`src/rtl/aclk_keybuf_n_pkg.sv`:
```
// Shared types and constants for the alarm-clock key-entry buffer.
//   state_e     : buffer FSM states (IDLE, ENTRY, HOLD)
//   DEF_*       : default digit count, key width and largest legal key code
//   clog2()     : ceil(log2(value)), usable in parameter expressions
package aclk_pkg;

  typedef enum logic [1:0] {
    IDLE  = 2'd0,
    ENTRY = 2'd1,
    HOLD  = 2'd2
  } state_e;

  localparam int unsigned DEF_DIGITS  = 4;
  localparam int unsigned DEF_DW      = 4;
  localparam int unsigned DEF_MAX_KEY = 9;

  function automatic int unsigned clog2(input int unsigned value);
    int unsigned result;
    result = 0;
    for (int i = 0; i < 32; i++) begin
      if ((64'd1 << i) < 64'(value)) result = i + 1;
    end
    return result;
  endfunction

endpackage

```
`src/rtl/aclk_keybuf_n_if.sv`:
```
// Keypad-side and consumer-side signals of the key-entry buffer.
//   master modport : keypad FSM / load logic side (drives strobes and out_ready)
//   slave modport  : the buffer itself
//   key_valid, key_data, backspace, clear, commit_req : one-cycle strobes in
//   out_ready                                         : consumer accepts out_data
//   key_buffer, digit_count                           : live entry
//   out_valid, out_data, busy                         : committed entry hand-off
//   err, timeout                                      : one-cycle status pulses
interface aclk_keybuf_n_if #(
  parameter int unsigned DIGITS = aclk_pkg::DEF_DIGITS,
  parameter int unsigned DW     = aclk_pkg::DEF_DW
);
  localparam int unsigned CW = aclk_pkg::clog2(DIGITS + 1);

  logic                 key_valid;
  logic [DW-1:0]        key_data;
  logic                 backspace;
  logic                 clear;
  logic                 commit_req;
  logic                 out_ready;
  logic [DIGITS*DW-1:0] key_buffer;
  logic [CW-1:0]        digit_count;
  logic                 out_valid;
  logic [DIGITS*DW-1:0] out_data;
  logic                 busy;
  logic                 err;
  logic                 timeout;

  modport master (
    output key_valid, key_data, backspace, clear, commit_req, out_ready,
    input  key_buffer, digit_count, out_valid, out_data, busy, err, timeout
  );

  modport slave (
    input  key_valid, key_data, backspace, clear, commit_req, out_ready,
    output key_buffer, digit_count, out_valid, out_data, busy, err, timeout
  );

endinterface

```
`src/rtl/aclk_idle_timer.sv`:
```
// Inactivity timer for the key-entry buffer.
//   clock, reset : system clock, asynchronous active-high reset
//   run          : count while high; counter is held at 0 while low
//   kick         : an operation was accepted this cycle; restart counting
//   expire       : combinational, high in the cycle the counter sits at
//                  TIMEOUT_CYC-1 with no kick (TIMEOUT_CYC == 0 never expires)
module aclk_idle_timer
  import aclk_pkg::*;
#(
  parameter int unsigned TIMEOUT_CYC = 1024
) (
  input  logic clock,
  input  logic reset,
  input  logic run,
  input  logic kick,
  output logic expire
);

  localparam int unsigned CntW    = (TIMEOUT_CYC > 1) ? clog2(TIMEOUT_CYC) : 1;
  localparam bit          Enabled = (TIMEOUT_CYC != 0);
  localparam logic [CntW-1:0] Last = (TIMEOUT_CYC > 0) ? CntW'(TIMEOUT_CYC - 1) : '0;

  logic [CntW-1:0] cnt_q, cnt_d;

  assign expire = Enabled && run && !kick && (cnt_q == Last);

  always_comb begin
    cnt_d = cnt_q + CntW'(1);
    if (!run || kick || expire) cnt_d = '0;
  end

  always_ff @(posedge clock or posedge reset) begin
    if (reset) cnt_q <= '0;
    else       cnt_q <= cnt_d;
  end

endmodule

```
`src/rtl/aclk_keybuf_n.sv`:
```
// Key-entry buffer between the keypad FSM and the time/alarm load logic.
// Validated digits shift in at digit 0; backspace, clear and an inactivity
// timeout edit the entry; a full entry is handed off over a valid/ready pair.
//   clock, reset : system clock, asynchronous active-high reset
//   bus (slave)  : strobes, live buffer, committed entry and status pulses
// Strobe priority within a cycle: clear > commit_req > backspace > key_valid.
module aclk_keybuf_n
  import aclk_pkg::*;
#(
  parameter int unsigned DIGITS      = DEF_DIGITS,
  parameter int unsigned DW          = DEF_DW,
  parameter int unsigned MAX_KEY     = DEF_MAX_KEY,
  parameter int unsigned TIMEOUT_CYC = 1024
) (
  input  logic            clock,
  input  logic            reset,
  aclk_keybuf_n_if.slave  bus
);

  localparam int unsigned CW = clog2(DIGITS + 1);
  localparam int unsigned BW = DIGITS * DW;

  state_e        state_q, state_d;
  logic [BW-1:0] buf_q, buf_d;
  logic [BW-1:0] out_data_q, out_data_d;
  logic [CW-1:0] cnt_q, cnt_d;
  logic          out_valid_q, out_valid_d;
  logic          err_q, err_d;
  logic          timeout_q, timeout_d;

  logic full, empty, key_ok, in_entry, kick, expire;

  assign full     = (cnt_q == CW'(DIGITS));
  assign empty    = (cnt_q == '0);
  assign key_ok   = (32'(bus.key_data) <= MAX_KEY);
  assign in_entry = (state_q == ENTRY);

  // Accepted operations in ENTRY restart the idle timer. Rejected strobes do
  // not, and lower-priority strobes shadowed by a higher one never count.
  assign kick = in_entry &&
                (bus.clear || (bus.commit_req && full) ||
                 (!bus.commit_req && (bus.backspace || (bus.key_valid && key_ok))));

  aclk_idle_timer #(
    .TIMEOUT_CYC (TIMEOUT_CYC)
  ) u_idle_timer (
    .clock  (clock),
    .reset  (reset),
    .run    (in_entry),
    .kick   (kick),
    .expire (expire)
  );

  always_comb begin
    state_d     = state_q;
    buf_d       = buf_q;
    cnt_d       = cnt_q;
    out_valid_d = out_valid_q;
    out_data_d  = out_data_q;
    err_d       = 1'b0;
    timeout_d   = 1'b0;

    unique case (state_q)
      IDLE, ENTRY: begin
        if (bus.clear) begin
          buf_d   = '0;
          cnt_d   = '0;
          state_d = IDLE;
        end else if (bus.commit_req) begin
          if (full) begin
            out_data_d  = buf_q;
            out_valid_d = 1'b1;
            state_d     = HOLD;
          end else begin
            err_d = 1'b1;
          end
        end else if (bus.backspace) begin
          if (!empty) begin
            buf_d = {{DW{1'b0}}, buf_q[BW-1:DW]};
            cnt_d = cnt_q - CW'(1);
            if (cnt_q == CW'(1)) state_d = IDLE;
          end else begin
            err_d = 1'b1;
          end
        end else if (bus.key_valid) begin
          if (key_ok) begin
            // Rolling entry: when full the oldest digit falls off the top.
            buf_d   = {buf_q[BW-DW-1:0], bus.key_data};
            if (!full) cnt_d = cnt_q + CW'(1);
            state_d = ENTRY;
          end else begin
            err_d = 1'b1;
          end
        end
        // Expiry implies nothing was accepted above, so only an err pulse
        // from a rejected strobe can coexist with it.
        if (expire) begin
          buf_d     = '0;
          cnt_d     = '0;
          state_d   = IDLE;
          timeout_d = 1'b1;
        end
      end
      HOLD: begin
        if (bus.clear || (out_valid_q && bus.out_ready)) begin
          buf_d       = '0;
          cnt_d       = '0;
          out_valid_d = 1'b0;
          state_d     = IDLE;
        end
      end
      default: begin
        state_d = IDLE;
      end
    endcase
  end

  always_ff @(posedge clock or posedge reset) begin
    if (reset) begin
      state_q     <= IDLE;
      buf_q       <= '0;
      cnt_q       <= '0;
      out_valid_q <= 1'b0;
      out_data_q  <= '0;
      err_q       <= 1'b0;
      timeout_q   <= 1'b0;
    end else begin
      state_q     <= state_d;
      buf_q       <= buf_d;
      cnt_q       <= cnt_d;
      out_valid_q <= out_valid_d;
      out_data_q  <= out_data_d;
      err_q       <= err_d;
      timeout_q   <= timeout_d;
    end
  end

  assign bus.key_buffer  = buf_q;
  assign bus.digit_count = cnt_q;
  assign bus.out_valid   = out_valid_q;
  assign bus.out_data    = out_data_q;
  assign bus.busy        = (state_q == HOLD);
  assign bus.err         = err_q;
  assign bus.timeout     = timeout_q;

endmodule

```
`src/flat_wrapper.sv`:
```
// flat-port wrapper written by rule: the top's interface ports become plain ports
module aclk_keybuf_n_flat import aclk_pkg::*;
#(
  parameter int unsigned DIGITS      = DEF_DIGITS,
  parameter int unsigned DW          = DEF_DW,
  parameter int unsigned MAX_KEY     = DEF_MAX_KEY,
  parameter int unsigned TIMEOUT_CYC = 1024
)
  (clock, reset, bus_key_valid, bus_key_data, bus_backspace, bus_clear, bus_commit_req, bus_out_ready, bus_key_buffer, bus_digit_count, bus_out_valid, bus_out_data, bus_busy, bus_err, bus_timeout);
  aclk_keybuf_n_if #(.DIGITS(DIGITS), .DW(DW)) bus_i ();
  input  logic clock;
  input  logic reset;
  input wire logic [$bits(bus_i.key_valid)-1:0] bus_key_valid;
  input wire logic [$bits(bus_i.key_data)-1:0] bus_key_data;
  input wire logic [$bits(bus_i.backspace)-1:0] bus_backspace;
  input wire logic [$bits(bus_i.clear)-1:0] bus_clear;
  input wire logic [$bits(bus_i.commit_req)-1:0] bus_commit_req;
  input wire logic [$bits(bus_i.out_ready)-1:0] bus_out_ready;
  output wire logic [$bits(bus_i.key_buffer)-1:0] bus_key_buffer;
  output wire logic [$bits(bus_i.digit_count)-1:0] bus_digit_count;
  output wire logic [$bits(bus_i.out_valid)-1:0] bus_out_valid;
  output wire logic [$bits(bus_i.out_data)-1:0] bus_out_data;
  output wire logic [$bits(bus_i.busy)-1:0] bus_busy;
  output wire logic [$bits(bus_i.err)-1:0] bus_err;
  output wire logic [$bits(bus_i.timeout)-1:0] bus_timeout;
  assign bus_i.key_valid = bus_key_valid;
  assign bus_i.key_data = bus_key_data;
  assign bus_i.backspace = bus_backspace;
  assign bus_i.clear = bus_clear;
  assign bus_i.commit_req = bus_commit_req;
  assign bus_i.out_ready = bus_out_ready;
  assign bus_key_buffer = bus_i.key_buffer;
  assign bus_digit_count = bus_i.digit_count;
  assign bus_out_valid = bus_i.out_valid;
  assign bus_out_data = bus_i.out_data;
  assign bus_busy = bus_i.busy;
  assign bus_err = bus_i.err;
  assign bus_timeout = bus_i.timeout;
  aclk_keybuf_n #(.DIGITS(DIGITS), .DW(DW), .MAX_KEY(MAX_KEY), .TIMEOUT_CYC(TIMEOUT_CYC)) u_core (.clock(clock), .reset(reset), .bus(bus_i));
endmodule
```
`config.mk`:
```
export PLATFORM = sky130hd
export DESIGN_NAME = aclk_keybuf_n_flat
export DESIGN_NICKNAME = d
export VERILOG_FILES = /design/src/rtl/aclk_keybuf_n_pkg.sv /design/src/rtl/aclk_keybuf_n_if.sv /design/src/rtl/aclk_idle_timer.sv /design/src/rtl/aclk_keybuf_n.sv /design/src/flat_wrapper.sv
export SDC_FILE = /design/constraint.sdc
export NUM_CORES = 1
export LEC_CHECK = 0
export CELL_PAD_IN_SITES_DETAIL_PLACEMENT = 1
export CELL_PAD_IN_SITES_GLOBAL_PLACEMENT = 2
export CORE_MARGIN = 2
export CORE_UTILIZATION = 33
export DETAILED_ROUTE_END_ITERATION = 8
export PLACE_DENSITY_LB_ADDON = 0.1
export SKIP_CTS_REPAIR_TIMING = 1
export SYNTH_ARGS = -nofsm -noshare
export SYNTH_HDL_FRONTEND = slang
export SYNTH_HIERARCHICAL = 1
export SYNTH_SLANG_ARGS = --single-unit
```
`constraint.sdc`:
```
create_clock -name clock -period 4.1 [get_ports clock]
set_input_delay 0.41 -clock clock [delete_from_list [all_inputs] [get_ports clock]]
set_output_delay 0.41 -clock clock [all_outputs]
set_load 0.02 [all_outputs]
```
== After elaboration in Yosys (flattened, before gate mapping) ==
Cells that the tools add are included.
Operators by class
  muxes and demuxes: 46
  reduce and logical (&&, ||, !) cells: 25
  shift operators: 0
  div/mod/pow operators: 0
  equal/unequal tests: 19
  magnitude comparators: 1
  bitwise operators: 1
  add/sub/neg operators: 3
  $mul: 0
Operator list (number)
  2-to-1 mux 16 bit: 8
  case mux 16 bit (2 select lines): 1
  2-to-1 mux 3 bit: 9
  2-to-1 mux 2 bit: 10
  != test 5 bit (second input constant): 3
  2-to-1 mux 1 bit: 14
  != test 6 x 5 -> 1 bit (second input constant): 2
  != test 6 bit (second input constant): 2
  AND reduction 6 bit: 2
  adder 10 x 1 -> 10 bit (second input constant): 1
  == test 10 bit (second input constant): 1
  2-to-1 mux 10 bit: 1
  != test 5 x 4 -> 1 bit (second input constant): 2
  logical AND 1 bit: 7
  AND reduction 7 bit: 1
  logical OR 1 bit: 6
  case mux 3 bit (2 select lines): 1
  AND reduction 5 bit: 1
  <= comparator 4 bit (second input constant): 1
  != test 2 x 1 -> 1 bit (second input constant): 2
  != test 2 bit (second input constant): 2
  != test 4 bit (second input constant): 1
  case mux 2 bit (2 select lines): 1
  AND reduction 4 bit: 1
  other kinds (13): 15
Word-level totals
  RAM bits: 0
  memories kept: 0
  word-level logic and storage cells: 103
  bits of input ports: 11
  latch bits: 0
  register bits after elaboration: 50
  output and inout bits: 39
  bits in read-only memories: 0

== Logic depth before layout (Yosys ltp) ==
Gate-level depths: netlist of the first run.
  depth in word-level cells: 11
  depth in mapped cells: 14
  depth with buffers taken out: 13

== Cells and area by module ==
Netlist of the first run, hierarchy kept.
By module, submodules not included
  aclk_keybuf_n: cells an instance 172, area each 2024.4 um2, instances 1, seq. area each 1001.0 um2
  aclk_idle_timer: cells an instance 52, area each 506.7 um2, instances 1, seq. area each 250.2 um2

== Worst setup path before layout of the first run ==
No wires, ideal clock.
  path type: register -> register
  from: register u_core.cnt_q[0] (netlist: u_core/bus.digit_count[0])
  to: register u_core.cnt_q[0] (netlist: u_core/bus.digit_count[0])
  setup time: 0.128 ns
  period minus slack after synthesis: 3.013 ns
  data required time: 3.972 ns
  buffers on the path: 0
  path slack: 1.087 ns
  data arrival time: 2.886 ns
  cell stages (with the launch flop): 14
  cells stage by stage: dfrtp_1 -> inv_1 -> ha_1 -> nand2_1 -> nand2_1 -> a21oi_1 -> nor2b_1 -> nand2b_1 -> nor4_1 -> nor4b_1 -> a21oi_1 -> o211ai_4 -> a31oi_4 -> mux2_1
On the way
  longest elaborated chain between the ends: 10
  elaborated cells on any way between the ends: 26
  those cells by class: add/sub (2); eq/ne (6); mux (9); reduce/logical (9)
Ends and longest elaborated chain
  from (decl): RTL line aclk_keybuf_n.sv:26  | logic [CW-1:0] cnt_q, cnt_d;
  from (signal assigned): RTL line aclk_keybuf_n.sv:130  | cnt_q <= cnt_d;
  == test 3 bit *: RTL line aclk_keybuf_n.sv:33  | assign full = (cnt_q == CW'(DIGITS));
  logical AND 1 bit *: RTL line aclk_keybuf_n.sv:41  | (bus.clear || (bus.commit_req && full) ||
  logical OR 1 bit * (2 in series): RTL line aclk_keybuf_n.sv:41
  logical AND 1 bit *: RTL line aclk_keybuf_n.sv:40  | assign kick = in_entry &&
  via u_core.kick: RTL line aclk_keybuf_n.sv:31  | logic full, empty, key_ok, in_entry, kick, expire;
  logical NOT 1 bit *: RTL line aclk_idle_timer.sv:25  | assign expire = Enabled && run && !kick && (cnt_q == Last);
  logical AND 1 bit * (2 in series): RTL line aclk_idle_timer.sv:25
  via u_core.expire: RTL line aclk_keybuf_n.sv:31
  != test 5 bit (no line), or another cell as far along
  AND reduction 7 bit (no line) or case mux 3 bit (2 select lines) (tied branches)
Mark *: on every way through the listed nets, which the timed path passes. The rest lies on a longest branch. The select of a mux whose other input is x is not followed.
A chain may end at the register's enable or synchronous reset.

== Worst setup path in the final report of the first run ==
  from: input bus_key_data[1]
  to: register u_core.cnt_q[0] (netlist: u_core/bus.digit_count[0])
On the way
  longest elaborated chain between the ends: 11
  elaborated cells on any way between the ends: 17
  those cells by class: order compare (1); eq/ne (5); mux (2); reduce/logical (9)
Ends and longest elaborated chain
  from (decl): RTL line flat_wrapper.sv:14  | input wire logic [$bits(bus_i.key_data)-1:0] bus_key_data;
  <= comparator 4 bit *: RTL line aclk_keybuf_n.sv:35  | assign key_ok = (32'(bus.key_data) <= MAX_KEY);
  logical AND 1 bit *: RTL line aclk_keybuf_n.sv:42  | (!bus.commit_req && (bus.backspace || (bus.key_valid && key_ok))));
  logical OR 1 bit *: RTL line aclk_keybuf_n.sv:42
  logical AND 1 bit *: RTL line aclk_keybuf_n.sv:42
  logical OR 1 bit *: RTL line aclk_keybuf_n.sv:41
  logical AND 1 bit *: RTL line aclk_keybuf_n.sv:40
  via u_core.kick: RTL line aclk_keybuf_n.sv:31
  logical NOT 1 bit *: RTL line aclk_idle_timer.sv:25
  logical AND 1 bit * (2 in series): RTL line aclk_idle_timer.sv:25
  via u_core.expire: RTL line aclk_keybuf_n.sv:31
  != test 5 bit (no line), or another cell as far along
  AND reduction 7 bit (no line) or case mux 3 bit (2 select lines) (tied branches)
Mark *: on every way through the listed nets, which the timed path passes. The rest lies on a longest branch.

==> metrics.cfg, run 1 <==
[status]
outcome = finished clean

[synthesis]
synth_area_leader_cell = dfrtp_1
synth_top_area_share_pct = 49.4
yosys_warnings = 6
ys_types = 43
avgSynthCellArea_um2 = 11.3
syn_area_um2 = 2530
postSynthCellCount = 224
synth_seq_cells = 50
synthTopCellsByArea = dfrtp_1, mux2_4, mux2i_1
syn_nets = 240
ys_seq_area_share_pct = 49.4

[sta]
rsz0062_at_grt = no
fin_crit_sh_pct = 75.8
hold_viol_final = 0
maxSlewViolCount = 0
fin_worst_skew_ns = 0.00878
finalSetupTns_ns = 0
setup_violations = 0
worstMarginPinSlew_ns = 0.970
period_minus_slack_ns = 3.11
max_slew_margin_pct = 35.3
max_freq_mhz = 322

[grt]
grt_pass1_wl_um = 10000
grt_usage_pct = 15.1
antenna_found_initial = 0
grt_max_degree = 33
gr-total-overflow = 0
first_global_vias = 1956

[worst_setup_path]
path_cells = clkdlybuf4s50_1 > o21ai_0 > a211o_1 > a21oi_1 > nor2b_1 > nand2b_1 > nor4_1 > buf_4 > nor4b_1 > a21oi_1 > o211ai_4 > a31oi_4 > mux2_1
cp_max_fo = 5
crit_top_cell = a21oi_1
start_kind = input pin
path_buf_inv = 2
slowest_stage = clkdlybuf4s50_1
critPathTopFamily = compound AO/OA/AOI/OAI gates
worst-endpoint-arrival_ns = 3.30
setup.worst_path.end_class = register
cp_slowest_stage_delay_ns = 0.52
path_class = input pin to register
cp.required_ns = 4.29
reg2reg_depth = 14
cp_num_cells = 13

[layout]
final_util_pct = 43.8
nNetsFinal = 291
layout_common_cells = dfrtp_1, clkdlybuf4s50_1, nand2_1, mux2i_1, o31ai_1
multiInputGateArea_um2 = 1160
finalNonFillerCells = 375
nFillCells = 804
areaGrowthSynthToFinish_pct = 26.8
drive_gt1_share_pct = 13.4
seq_area_um2 = 1250
antennaDiodeCount = 0
final_common_cell = dfrtp_1

[route]
vias = 1875
drc = 0
wl_per_cell_um = 15.9
drtIter0Drc = 61
wl_um = 5950
drt-vias-per-instance = 5.00
antenna_left = 0
dr.pass1.iters = 4

[clocking]
numCtsBuffers = 5
cts_tree = done
h-tree-depth = 2
clock-sinks = 50
clockBufferDepth = 2
cts_root_buf = clkbuf_8
clk_latency_ns = 0.31
cts.clk_slew.worst_paths_ns = 0.09

[power_and_ir_drop]
switching_share_pct = 34.2
p_clk_share_pct = 23.9
p_per_area_nw_per_um2 = 426
max-vdd-ir-drop_v = 0.000184
seqPwrFrac_pct = 44.1
netSwitchingPower_mw = 0.467
p_leak_nw = 1.39
p_comb_share_pct = 32.0
p_int_mw = 0.900

[floorplanning]
die_h_um = 91.6
fp.dieArea_um2 = 8390
core_area_um2 = 7330
ios = 50
die_w_um = 91.6
rows = 31
start_util_pct = 34.5

[job]
cap_violations = 0

[hold_path]
min_path_type = input pin to asynchronous set/reset pin

[placed_design]
place_inst = 367
gp_congestion = 0.733
dp_hpwl_um = 4230
numPortBuffers = 49

power by group through the flow:
stage,Combinational [mW],Clock (mW),Sequential (mW)
6_report,0.437,0.327,0.604
4_1_cts,0.444,0.344,0.605
5_1_grt,0.477,0.356,0.614
3_5_place_dp,0.441,0,0.614
3_3_place_gp,0.441,0,0.614
2_1_floorplan,0.226,0,0.664
metal layers:
metal  track usage, %  vias to the layer above  part of all wire [%]  routed length, µm
met3             3.15                        8                   3.2                193
met5                0                        -                     0                  0
met2             23.9                       37                    48               2830
met4             4.92                        0                   1.5                 87
met1             20.7                      928                    48               2840
li1                 -                      902                     -                  -
state kept, by name (all words and copies together), names as in the netlist:
name	count
u_core/bus.key_buffer	16
u_core/bus.out_data	16
u_core/u_idle_timer/cnt_q	10
u_core/bus.digit_count	3
u_core/state_q	2
u_core/bus.err	1
u_core/bus.out_valid	1
u_core/bus.timeout	1
cells by family (layout without fill, tap and decap cells):
kind of cell | Yosys count | count (layout) | synth area share [%]
and+or+nand+nor | 73 | 73 | 15.2
DFF | 50 | 50 | 49.4
AOI/OAI and AO/OA | 41 | 41 | 12.5
buffers and inverters | 20 | 72 | 4.55
xor gates and xnor gates | 4 | 4 | 1.38
adders and majority gates | 5 | 5 | 2.47
muxes | 31 | 31 | 14.5
final cells by class:
class / count / share of cell area, %
sequential: 50 / 39.0
clock buffer: 7 / 3.00
timing repair buffer: 54 / 16.4
multi-input combinational: 154 / 36.3
tap: 99 / 3.86
clock inverter: 1 / 0.273
inverter: 10 / 1.17
worst paths after layout:
| check | from | to | slack (ns) |
|---|---|---|---|
| worst max-delay path | bus_key_data[1] | u_core/bus.digit_count[0]$_DFFE_PP0P_ | 0.99 |
| worst min-delay path | reset | u_core/u_idle_timer/cnt_q[0]$_DFF_PP0_ | 0.40 |
| worst max register to register | u_core/bus.digit_count[0]$_DFFE_PP0P_ | u_core/bus.digit_count[0]$_DFFE_PP0P_ | 1.09 |
| worst min register to register | u_core/u_idle_timer/cnt_q[0]$_DFF_PP0_ | u_core/u_idle_timer/cnt_q[0]$_DFF_PP0_ | 0.49 |
| max in group asynchronous | reset | u_core/bus.digit_count[1]$_DFFE_PP0P_ | 2.68 |
| min in group clock | u_core/u_idle_timer/cnt_q[0]$_DFF_PP0_ | u_core/u_idle_timer/cnt_q[0]$_DFF_PP0_ | 0.49 |
synthesized netlist by cell type (all sizes together):
master    n
and2      1
xor2      1
nor3      3
nor4b     1
or4       1
buf      10
o211ai    2
nor4      2
and3b     1
nand3     9
nor3b     1
nand4     3
dfrtp    50
a32o      1
nand2b    1
or3b      1
o21ai    10
or2b      1
nor2      9
mux2i    13
nor2b     5
xnor2     3
a221oi    1
o2111ai   1
inv      10
nand2    28
a211o     2
a31oi     2
or3       6
o31ai    14
mux2     18
ha        5
a21oi     8
worst register-to-register path, cell delays in order (launching register included):
cell and delay [ns]:
dfrtp_1 0.45, inv_1 0.09, ha_1 0.30, nand2_1 0.13, nand2_1 0.06, a21oi_1 0.13, nor2b_1 0.07, nand2b_1 0.21
nor4_1 0.30, buf_4 0.18, nor4b_1 0.05, a21oi_1 0.28, o211ai_4 0.14, a31oi_4 0.19, mux2_1 0.34
metrics by stage:
step           instance area (µm²)  power, mW  hold slack, ns  setup WS [ns]
2_1_floorplan                 2530      0.890           0.250           1.09
3_3_place_gp                  3110       1.05           0.481          0.719
3_5_place_dp                  3110       1.05           0.483          0.633
4_1_cts                       3210       1.39           0.403          0.956
5_1_grt                       3210       1.45           0.449          0.656
6_report                      3210       1.37           0.397          0.992
Power figures use the tool's default switching activity.
==> run 2, diff against run 1 <==
--- a/config.mk
+++ b/config.mk
@@ -8,7 +8,7 @@
 export CELL_PAD_IN_SITES_DETAIL_PLACEMENT = 1
 export CELL_PAD_IN_SITES_GLOBAL_PLACEMENT = 2
 export CORE_MARGIN = 2
-export CORE_UTILIZATION = 33
+export CORE_UTILIZATION = 30
 export DETAILED_ROUTE_END_ITERATION = 8
 export PLACE_DENSITY_LB_ADDON = 0.1
 export SKIP_CTS_REPAIR_TIMING = 1
==> constraint.sdc (replaced) <==
create_clock -name clock -period 2.6 [get_ports clock]
set_input_delay 0.26 -clock clock [delete_from_list [all_inputs] [get_ports clock]]
set_output_delay 0.26 -clock clock [all_outputs]
set_load 0.02 [all_outputs]
==> metrics.cfg, run 2 (same netlist as run 1, synthesis figures left out) <==
[sta]
finalSetupTns_ns = 0  ; unchanged
fin_ws_ns = 0.141  ; was 0.992 ns
hold_viol_final = 0  ; unchanged
maxSlewViolCount = 0  ; unchanged
max_slew_margin_pct = 55.5  ; was 35.3%
fin_crit_sh_pct = 94.6
period_minus_slack_ns = 2.46
setup_violations = 0  ; unchanged
max_freq_mhz = 407
worstMarginPinSlew_ns = 0.662  ; was 0.970 ns
holdWs_ns = 0.271  ; was 0.397 ns
fin_worst_skew_ns = 0.00827  ; was 0.00878 ns
rsz0062_at_grt = yes  ; was no

[placed_design]
dp_hpwl_um = 4500  ; was 4230 µm
dp_worst_setup_slack_ns = -0.421  ; was 0.633 ns
numPortBuffers = 49  ; unchanged
gp_congestion = 0.780  ; was 0.733
dpl_cell_area_um2 = 3270  ; was 3110 µm²

[worst_setup_path]
setup.worst_path.end_class = register  ; unchanged
worst-endpoint-arrival_ns = 2.66  ; was 3.30 ns
cp_max_fo = 3  ; was 5
start_kind = register  ; was input pin
path_class = register to register  ; was input pin to register
cp.required_ns = 2.80  ; was 4.29 ns
reg2reg_depth = 14  ; unchanged

[route]
drtIter0Drc = 29  ; was 61
drc = 0  ; unchanged
wl_um = 6270  ; was 5950 µm
dr.pass1.iters = 4  ; unchanged
antenna_left = 0  ; unchanged
drt-vias-per-instance = 4.88  ; was 5.00
vias = 1963  ; was 1875
wl_per_cell_um = 15.6  ; was 15.9 µm

[layout]
final_cell_area_um2 = 3480  ; was 3210 µm²
nNetsFinal = 312  ; was 291
nFillCells = 909  ; was 804
final_common_cell = dfrtp_1  ; unchanged
layout_common_cells = dfrtp_1, clkdlybuf4s50_1, nand2_1, buf_4, mux2i_1  ; was dfrtp_1, clkdlybuf4s50_1, nand2_1, mux2i_1, o31ai_1
areaGrowthSynthToFinish_pct = 37.5  ; was 26.8%
final_util_pct = 42.3  ; was 43.8%
antennaDiodeCount = 0  ; unchanged
drive_gt1_share_pct = 24.9  ; was 13.4%

[clocking]
clockBufferDepth = 2  ; unchanged
h-tree-depth = 2  ; unchanged
clock-sinks = 50  ; unchanged
cts.clk_slew.worst_paths_ns = 0.09  ; about the same
numCtsBuffers = 5  ; unchanged
clk_latency_ns = 0.31  ; about the same
cts_root_buf = clkbuf_8  ; unchanged
cts_tree = done  ; unchanged

[floorplanning]
die_h_um = 95.9  ; was 91.6 µm
die_w_um = 95.9  ; was 91.6 µm
core_area_um2 = 8220  ; was 7330 µm²
start_util_pct = 30.8  ; was 34.5%
ios = 50  ; unchanged
fp.dieArea_um2 = 9190  ; was 8390 µm²
rows = 33  ; was 31

[grt]
gr-total-overflow = 0  ; unchanged
first_global_vias = 2084  ; was 1956
grt_usage_pct = 14.6  ; was 15.1%
grt_pass1_wl_um = 10400  ; was 10000 µm
antenna_found_initial = 0  ; unchanged
grt_max_degree = 41  ; was 33

[hold_path]
min_path_type = input pin to asynchronous set/reset pin  ; unchanged

[status]
outcome = finished clean  ; unchanged

[job]
cap_violations = 0  ; unchanged

[power_and_ir_drop]
p_per_area_nw_per_um2 = 687  ; was 426 nW/µm²
p_leak_nw = 1.56  ; was 1.39 nW
max-vdd-ir-drop_v = 0.000386  ; was 0.000184 V

run 2: cell types whose count changed in the layout (fill, tap and decap cells not counted), sizes merged:
| cell | change |
|---|---|
| dlymetal6s2s | +3 |
| buf | +21 |
| inv | +1 |
| clkbuf | -2 |
| clkdlybuf4s50 | -3 |
| bufinv | +1 |
run 2: area by class of cell:
class | count | area, µm² | share of cell area, %
multi-input cells | 154 | 1240 | 35.6
well taps | 105 | 131 | 3.78
flip-flops and latches | 50 | 1250 | 36.0
inverters | 10 | 37.5 | 1.08
clock inverters | 3 | 43.8 | 1.26
clock buffers | 5 | 68.8 | 1.98
repair buffers | 75 | 706 | 20.3
run 2: per-stage QoR:
stage          total power, mW  instances
6_report                  2.39        402
2_1_floorplan             1.41        224
3_5_place_dp              1.76        391
5_1_grt                   2.54        402
4_1_cts                   2.34        399
3_3_place_gp              1.74        391
run 2: path summary, 6_finish.rpt:
check                                                      start                                endpoint  slack (ns)
hold / removal                                             reset  u_core/u_idle_timer/cnt_q[3]$_DFF_PP0_        0.27
max in group asynchronous                                  reset   u_core/bus.digit_count[0]$_DFFE_PP0P_        1.78
hold reg to reg              u_core/bus.out_data[14]$_DFFE_PP0P_     u_core/bus.out_data[14]$_DFFE_PP0P_        0.51
setup reg to reg           u_core/bus.digit_count[0]$_DFFE_PP0P_   u_core/bus.digit_count[1]$_DFFE_PP0P_        0.14
setup / recovery           u_core/bus.digit_count[0]$_DFFE_PP0P_   u_core/bus.digit_count[1]$_DFFE_PP0P_        0.14
min in group clock                               bus_key_data[3]    u_core/bus.key_buffer[3]$_DFFE_PP0P_        0.36
run 2: per-layer routing:
| layer | wire (µm) | global-route usage (%) | part of all wire [%] | vias to the layer above |
|---|---|---|---|---|
| met5 | 0 | 0 | 0 | - |
| li1 | - | - | - | 945 |
| met2 | 2890 | 22.8 | 46 | 36 |
| met3 | 215 | 2.66 | 3.4 | 4 |
| met1 | 3100 | 20.8 | 49 | 978 |
| met4 | 63 | 3.57 | 1.0 | 0 |
run 2: critical path, cell delays in order (launching register included):
cell and delay, ns:
dfrtp_2 0.37, inv_2 0.06, ha_4 0.16, nand2_4 0.06, nand2_2 0.05, a21oi_2 0.17
nor2b_2 0.06, nand2b_4 0.15, nor4_4 0.26, nor4b_2 0.09, a21oi_1 0.12, buf_4 0.14
o211ai_4 0.10, a31oi_4 0.24, mux2_4 0.32
run 2: report_power, final:
group	internal (mW)	switching, mW
clock	0.289	0.275
sequential	0.863	0.0655
combinational	0.443	0.457
total	1.59	0.797
==> run 3, diff against run 2 <==
--- a/config.mk
+++ b/config.mk
@@ -8,7 +8,7 @@
 export CELL_PAD_IN_SITES_DETAIL_PLACEMENT = 1
 export CELL_PAD_IN_SITES_GLOBAL_PLACEMENT = 2
 export CORE_MARGIN = 2
-export CORE_UTILIZATION = 30
+export CORE_UTILIZATION = 36
 export DETAILED_ROUTE_END_ITERATION = 8
 export PLACE_DENSITY_LB_ADDON = 0.1
 export SKIP_CTS_REPAIR_TIMING = 1
==> constraint.sdc (replaced) <==
create_clock -name clock -period 3.15 [get_ports clock]
set_input_delay 0.315 -clock clock [delete_from_list [all_inputs] [get_ports clock]]
set_output_delay 0.315 -clock clock [all_outputs]
set_load 0.1 [all_outputs]
==> metrics.cfg, run 3 (same netlist as run 1, synthesis figures left out) <==
[sta]
fin_worst_skew_ns = 0.00569  ; was 0.00827 ns
fin_crit_sh_pct = 89.7
hold_viol_final = 0  ; unchanged
max_slew_margin_pct = 34.0  ; was 55.5%
finalSetupTns_ns = 0  ; unchanged
maxSlewViolCount = 0  ; unchanged
period_minus_slack_ns = 2.82
rsz0062_at_grt = no  ; was yes
setup_violations = 0  ; unchanged
max_freq_mhz = 354
worstMarginPinSlew_ns = 0.990  ; was 0.662 ns

[route]
wl_um = 5900  ; was 6270 µm
drt-vias-per-instance = 4.93  ; was 4.88
vias = 1872  ; was 1963
wl_per_cell_um = 15.5  ; was 15.6 µm
dr.pass1.iters = 4  ; unchanged
drc = 0  ; unchanged
drtIter0Drc = 51  ; was 29
antenna_left = 0  ; unchanged

[clocking]
clock-sinks = 50  ; unchanged
clockBufferDepth = 2  ; unchanged
numCtsBuffers = 5  ; unchanged
h-tree-depth = 2  ; unchanged
clk_latency_ns = 0.30  ; was 0.31 ns
cts.clk_slew.worst_paths_ns = 0.10  ; was 0.09 ns
cts_root_buf = clkbuf_8  ; unchanged
cts_tree = done  ; unchanged

[floorplanning]
die_h_um = 87.9  ; was 95.9 µm
die_w_um = 87.9  ; was 95.9 µm
core_area_um2 = 6790  ; was 8220 µm²
fp.dieArea_um2 = 7720  ; was 9190 µm²
rows = 30  ; was 33
ios = 50  ; unchanged
start_util_pct = 37.3  ; was 30.8%

[layout]
antennaDiodeCount = 0  ; unchanged
nNetsFinal = 299  ; was 312
final_common_cell = dfrtp_1  ; unchanged
layout_common_cells = dfrtp_1, clkdlybuf4s50_1, nand2_1, buf_4  ; was dfrtp_1, clkdlybuf4s50_1, nand2_1, buf_4, mux2i_1
finalNonFillerCells = 380  ; was 402
drive_gt1_share_pct = 19.4  ; was 24.9%
final_cell_area_um2 = 3280  ; was 3480 µm²
areaGrowthSynthToFinish_pct = 29.4  ; was 37.5%

[worst_setup_path]
worst-endpoint-arrival_ns = 3.03  ; was 2.66 ns
cp_max_fo = 32  ; was 3
reg2reg_to = u_core/bus.key_buffer[5]$_DFFE_PP0P_  ; was u_core/bus.digit_count[1]$_DFFE_PP0P_
path_class = input pin to register  ; was register to register
reg2reg_slack_ns = 0.40  ; was 0.14 ns
setup.worst_path.end_class = register  ; unchanged
reg2reg_depth = 13  ; was 14
reg2reg_from = u_core/bus.digit_count[0]$_DFFE_PP0P_  ; unchanged
start_kind = input pin  ; was register
cp.required_ns = 3.35  ; was 2.80 ns

[hold_path]
min_path_type = input pin to asynchronous set/reset pin  ; unchanged

[grt]
grt_pass1_wl_um = 9740  ; was 10400 µm
grt_max_degree = 41  ; unchanged
antenna_found_initial = 0  ; unchanged
grt_usage_pct = 16.4  ; was 14.6%
first_global_vias = 1906  ; was 2084
gr-total-overflow = 0  ; unchanged

[placed_design]
numPortBuffers = 49  ; unchanged
gp_congestion = 0.753  ; was 0.780
place_inst = 372  ; was 391
dpl_cell_area_um2 = 3160  ; was 3270 µm²
dp_hpwl_um = 4230  ; was 4500 µm

[job]
cap_violations = 0  ; unchanged

[power_and_ir_drop]
p_leak_nw = 1.44  ; was 1.56 nW
p_comb_share_pct = 43.8  ; was 37.6%
seqPwrFrac_pct = 35.3  ; was 38.8%
p_per_area_nw_per_um2 = 688  ; was 687 nW/µm²
switching_share_pct = 45.7  ; was 33.3%
max-vdd-ir-drop_v = 0.000454  ; was 0.000386 V
netSwitchingPower_mw = 1.03  ; was 0.797 mW
p_clk_share_pct = 20.8  ; was 23.6%
p_int_mw = 1.22  ; was 1.59 mW

[status]
outcome = finished clean  ; unchanged

-- run 3: worst max-delay path by stage --
stage	startpoint	end	slack [ns]	depth (start not counted)
global placement	bus_key_data[2]	u_core/bus.digit_count[0]$_DFFE_PP0P_	0.11	12
detailed placement	bus_key_data[2]	u_core/bus.key_buffer[5]$_DFFE_PP0P_	0.003	12
finish	bus_key_data[2]	u_core/bus.key_buffer[5]$_DFFE_PP0P_	0.33	12
global route	bus_key_data[2]	u_core/bus.key_buffer[8]$_DFFE_PP0P_	0.09	12
CTS	bus_key_data[2]	u_core/bus.key_buffer[5]$_DFFE_PP0P_	0.32	12
floorplan	u_core/bus.digit_count[0]$_DFFE_PP0P_	u_core/bus.digit_count[0]$_DFFE_PP0P_	0.1	13
-- run 3: final cells by class --
cell class              instances  area [µm²]
well taps                      96         120
clock inverters                 3        48.8
repair buffers                 62         571
multi-input cells             154        1170
clock buffers                   5        68.8
flip-flops and latches         50        1260
inverters                      10        37.5
fillers                       758        3520
-- run 3: power by group through the flow --
stage | combinational, mW | sequential (mW) | clock, mW
2_1_floorplan | 0.308 | 1.27 | 0
3_3_place_gp | 0.991 | 0.807 | 0
3_5_place_dp | 0.997 | 0.810 | 0
4_1_cts | 0.999 | 0.798 | 0.491
5_1_grt | 1.05 | 0.810 | 0.511
6_report | 0.988 | 0.797 | 0.470
-- run 3: through the flow --
step	total power, mW	worst slack (ns)	utilization (%)	hold WS [ns]
after global routing	2.37	0.0852	48.2	0.342
after detailed placement	1.81	0.00318	46.5	0.488
after global placement	1.80	0.107	46.5	0.481
final	2.25	0.325	48.2	0.316
after floorplan	1.57	0.0962	-	0.155
after CTS	2.29	0.323	48.2	0.326
-- run 3: metal layers --
metal  GRT usage (%)  wire, µm  up-vias
met2            24.1      2640       35
met3            3.58       187        4
met4            4.20        45        0
li1                -         -      915
met5               0         0        -
met1            24.4      3030      918
-- run 3: worst max-delay path: stages --
cell             delay [ns]
clkdlybuf4s50_1        0.47
o21ai_0                0.12
a211o_1                0.32
a21oi_1                0.16
nor2b_1                0.07
nand2b_1               0.16
nor4_2                 0.33
nor4b_1                0.09
a21oi_1                0.28
o211ai_4               0.14
buf_4                  0.25
o31ai_1                0.30
==> RTL change, RTL diff (settings of run 3) <==
Encoding of `state_e`: now one-hot (3 bits for 3 states).
--- a/src/rtl/aclk_keybuf_n_pkg.sv
+++ b/src/rtl/aclk_keybuf_n_pkg.sv
@@ -4,10 +4,10 @@
 //   clog2()     : ceil(log2(value)), usable in parameter expressions
 package aclk_pkg;
 
-  typedef enum logic [1:0] {
-    IDLE  = 2'd0,
-    ENTRY = 2'd1,
-    HOLD  = 2'd2
+  typedef enum logic [2:0] {
+    IDLE  = 3'b001,
+    ENTRY = 3'b010,
+    HOLD  = 3'b100
   } state_e;
 
   localparam int unsigned DEF_DIGITS  = 4;
Formal check against the unedited RTL: no difference found for any inputs over 4 cycles, from zero or initial values and one cycle with reset high; so few cycles prove little.
==> RTL change against run 3 <==
  * Sequential cell count is 1 higher
  * Area after synthesis down 0.94%
  * Critical path depth unchanged
  * Cell area shrank 0.73%
  * Synthesized cell count rose by 2.7%
  * Setup slack got worse by 0.15 ns
  * Wire length increased by 5.7%
  * Power grew 26%
  * Critical endpoint is now u_core/bus.digit_count[1]
==> RTL change: results (changes against run 3) <==
{
  "critical_path": {
    "critical_path.max_stage_delay": {"value": 0.56, "unit": "ns", "change": "+0.09 ns"},
    "reg2reg_depth": {"value": 12, "change": "-1"},
    "path_max_fanout": {"value": 5, "change": "-84%"},
    "timing.rr.start": "u_core/bus.digit_count[1]",
    "crit-reg2reg-capture": "u_core/bus.digit_count[1]",
    "crit_path_top_delay_cell": "sky130_fd_sc_hd__or4_4",
    "setup.reg_to_reg.worst_slack": {"value": 0.18, "unit": "ns", "change": "-0.22 ns"}
  },
  "layout": {
    "final_layout_size_suffix_gt1_share": {"value": 13.7, "unit": "%", "change": "-5.7 points"},
    "design.final.nets": {"value": 308, "change": "+3.0%"}
  },
  "logic_synthesis": {
    "synthesis.nets": {"value": 246, "change": "+2.5%"},
    "top_cells_by_area_synth": "sky130_fd_sc_hd__dfrtp_1, sky130_fd_sc_hd__mux2_1, sky130_fd_sc_hd__mux2i_1",
    "seq_area_frac_synth": {"value": 50.9, "unit": "%", "change": "+1.5 points"},
    "yosys-top-cells-count": "sky130_fd_sc_hd__dfrtp_1, sky130_fd_sc_hd__nand2_1, sky130_fd_sc_hd__mux2_1",
    "synth_cell_type_count": {"value": 48, "change": "+12%"}
  },
  "routing": {
    "routedWlPerCell": {"value": 16.8, "unit": "µm", "change": "+8.0%"},
    "detail_route.iter0.violations": {"value": 91, "change": "+78%"},
    "average_via_count_per_standard_cell": {"value": 5.30, "change": "+7.6%"}
  },
  "global_routing": {
    "grt_first_pass_wirelength": {"value": 10.6, "unit": "mm", "change": "+8.7%"},
    "grt_max_degree": {"value": 24, "change": "-41%"},
    "first_global_vias": {"value": 2071, "change": "+8.7%"},
    "grt_use_total": {"value": 17.8, "unit": "%", "change": "+1.4 points"}
  },
  "placement": {
    "place_congestion": {"value": 0.793, "change": "+5.3%"},
    "post-dp-hpwl": {"value": 4.43, "unit": "mm", "change": "+4.6%"}
  },
  "sta": {
    "clock-skew-final": {"value": 0.0115, "unit": "ns", "change": "+0.00581 ns"},
    "fin_hold_ws": {"value": 0.325, "unit": "ns", "change": "+0.00932 ns"},
    "worstMarginPinSlew": {"value": 0.993, "unit": "ns", "change": "+0.00286 ns"}
  },
  "run_status": {
    "status": "complete, no violations"
  },
  "power": {
    "p_leak": {"value": 0.00141, "unit": "µW", "change": "-2.2%"}
  }
}
[RTL change: area by class of cell]
type | instances | area, µm²
Fill cell | 757 | 3500
Sequential cell | 51 | 1290
Multi-Input combinational cell | 163 | 1160
Timing Repair Buffer | 64 | 593
Tap cell | 80 | 100
Clock buffer | 5 | 68.8
Inverter | 7 | 26.3
Clock inverter | 2 | 13.8
[RTL change: metrics by stage]
stage / cells / setup WS (ns) / cell area (µm²)
2_1_floorplan: 230 / 0.00223 / 2520
3_5_place_dp: 363 / -0.0145 / 3150
5_1_grt: 372 / 0.00239 / 3250
3_3_place_gp: 363 / 0.0748 / 3150
6_report: 372 / 0.180 / 3250
4_1_cts: 370 / 0.142 / 3230
[RTL change: worst max-delay path by stage]
stage | from | end | cells after the start
2_1_floorplan | u_core/bus.digit_count[1] | u_core/bus.digit_count[1] | 12
3_3_place_gp | bus_key_data[2] | u_core/bus.digit_count[0] | 12
3_5_place_dp | bus_key_data[2] | u_core/bus.digit_count[0] | 12
4_1_cts | u_core/bus.digit_count[1] | u_core/bus.digit_count[0] | 12
5_1_grt | u_core/bus.digit_count[1] | u_core/bus.digit_count[1] | 12
6_report | u_core/bus.digit_count[1] | u_core/bus.digit_count[1] | 12
[RTL change: where the power goes]
group	switching, µW	internal (µW)	total (µW)	leakage, µW
clock network	235	153	388	0.0000440
logic	1130	425	1560	0.000671
registers	118	778	896	0.000692
[RTL change: logic make-up (layout without fill, tap and decap cells)]
logic type                 Yosys count  after routing  share of synthesized area, %
DFF                                 51             51                          50.9
xor gates and xnor gates             4              4                          1.40
AOI/OAI and AO/OA                   50             50                          13.7
muxes                               29             29                          12.4
adders and majority gates            5              5                          2.50
buffers and inverters               16             78                          2.94
and+or+nand+nor                     75             75                          16.1
[RTL change: worst max-delay path: cells and delay by family (launching register included)]
kind	cells	cell delay (ns)
flops	1	0.51
compound gates	5	1.01
buf+inv	2	0.31
fa+ha+maj	1	0.20
simple gates	4	0.83
[RTL change: metal layers]
layer / GRT usage, % / share of wire [%] / up-vias
met5: 0 / 0 / -
met4: 3.36 / 0.80 / 0
met3: 3.98 / 3.0 / 6
met2: 29.1 / 48 / 32
met1: 24.4 / 48 / 982
li1: - / - / 952
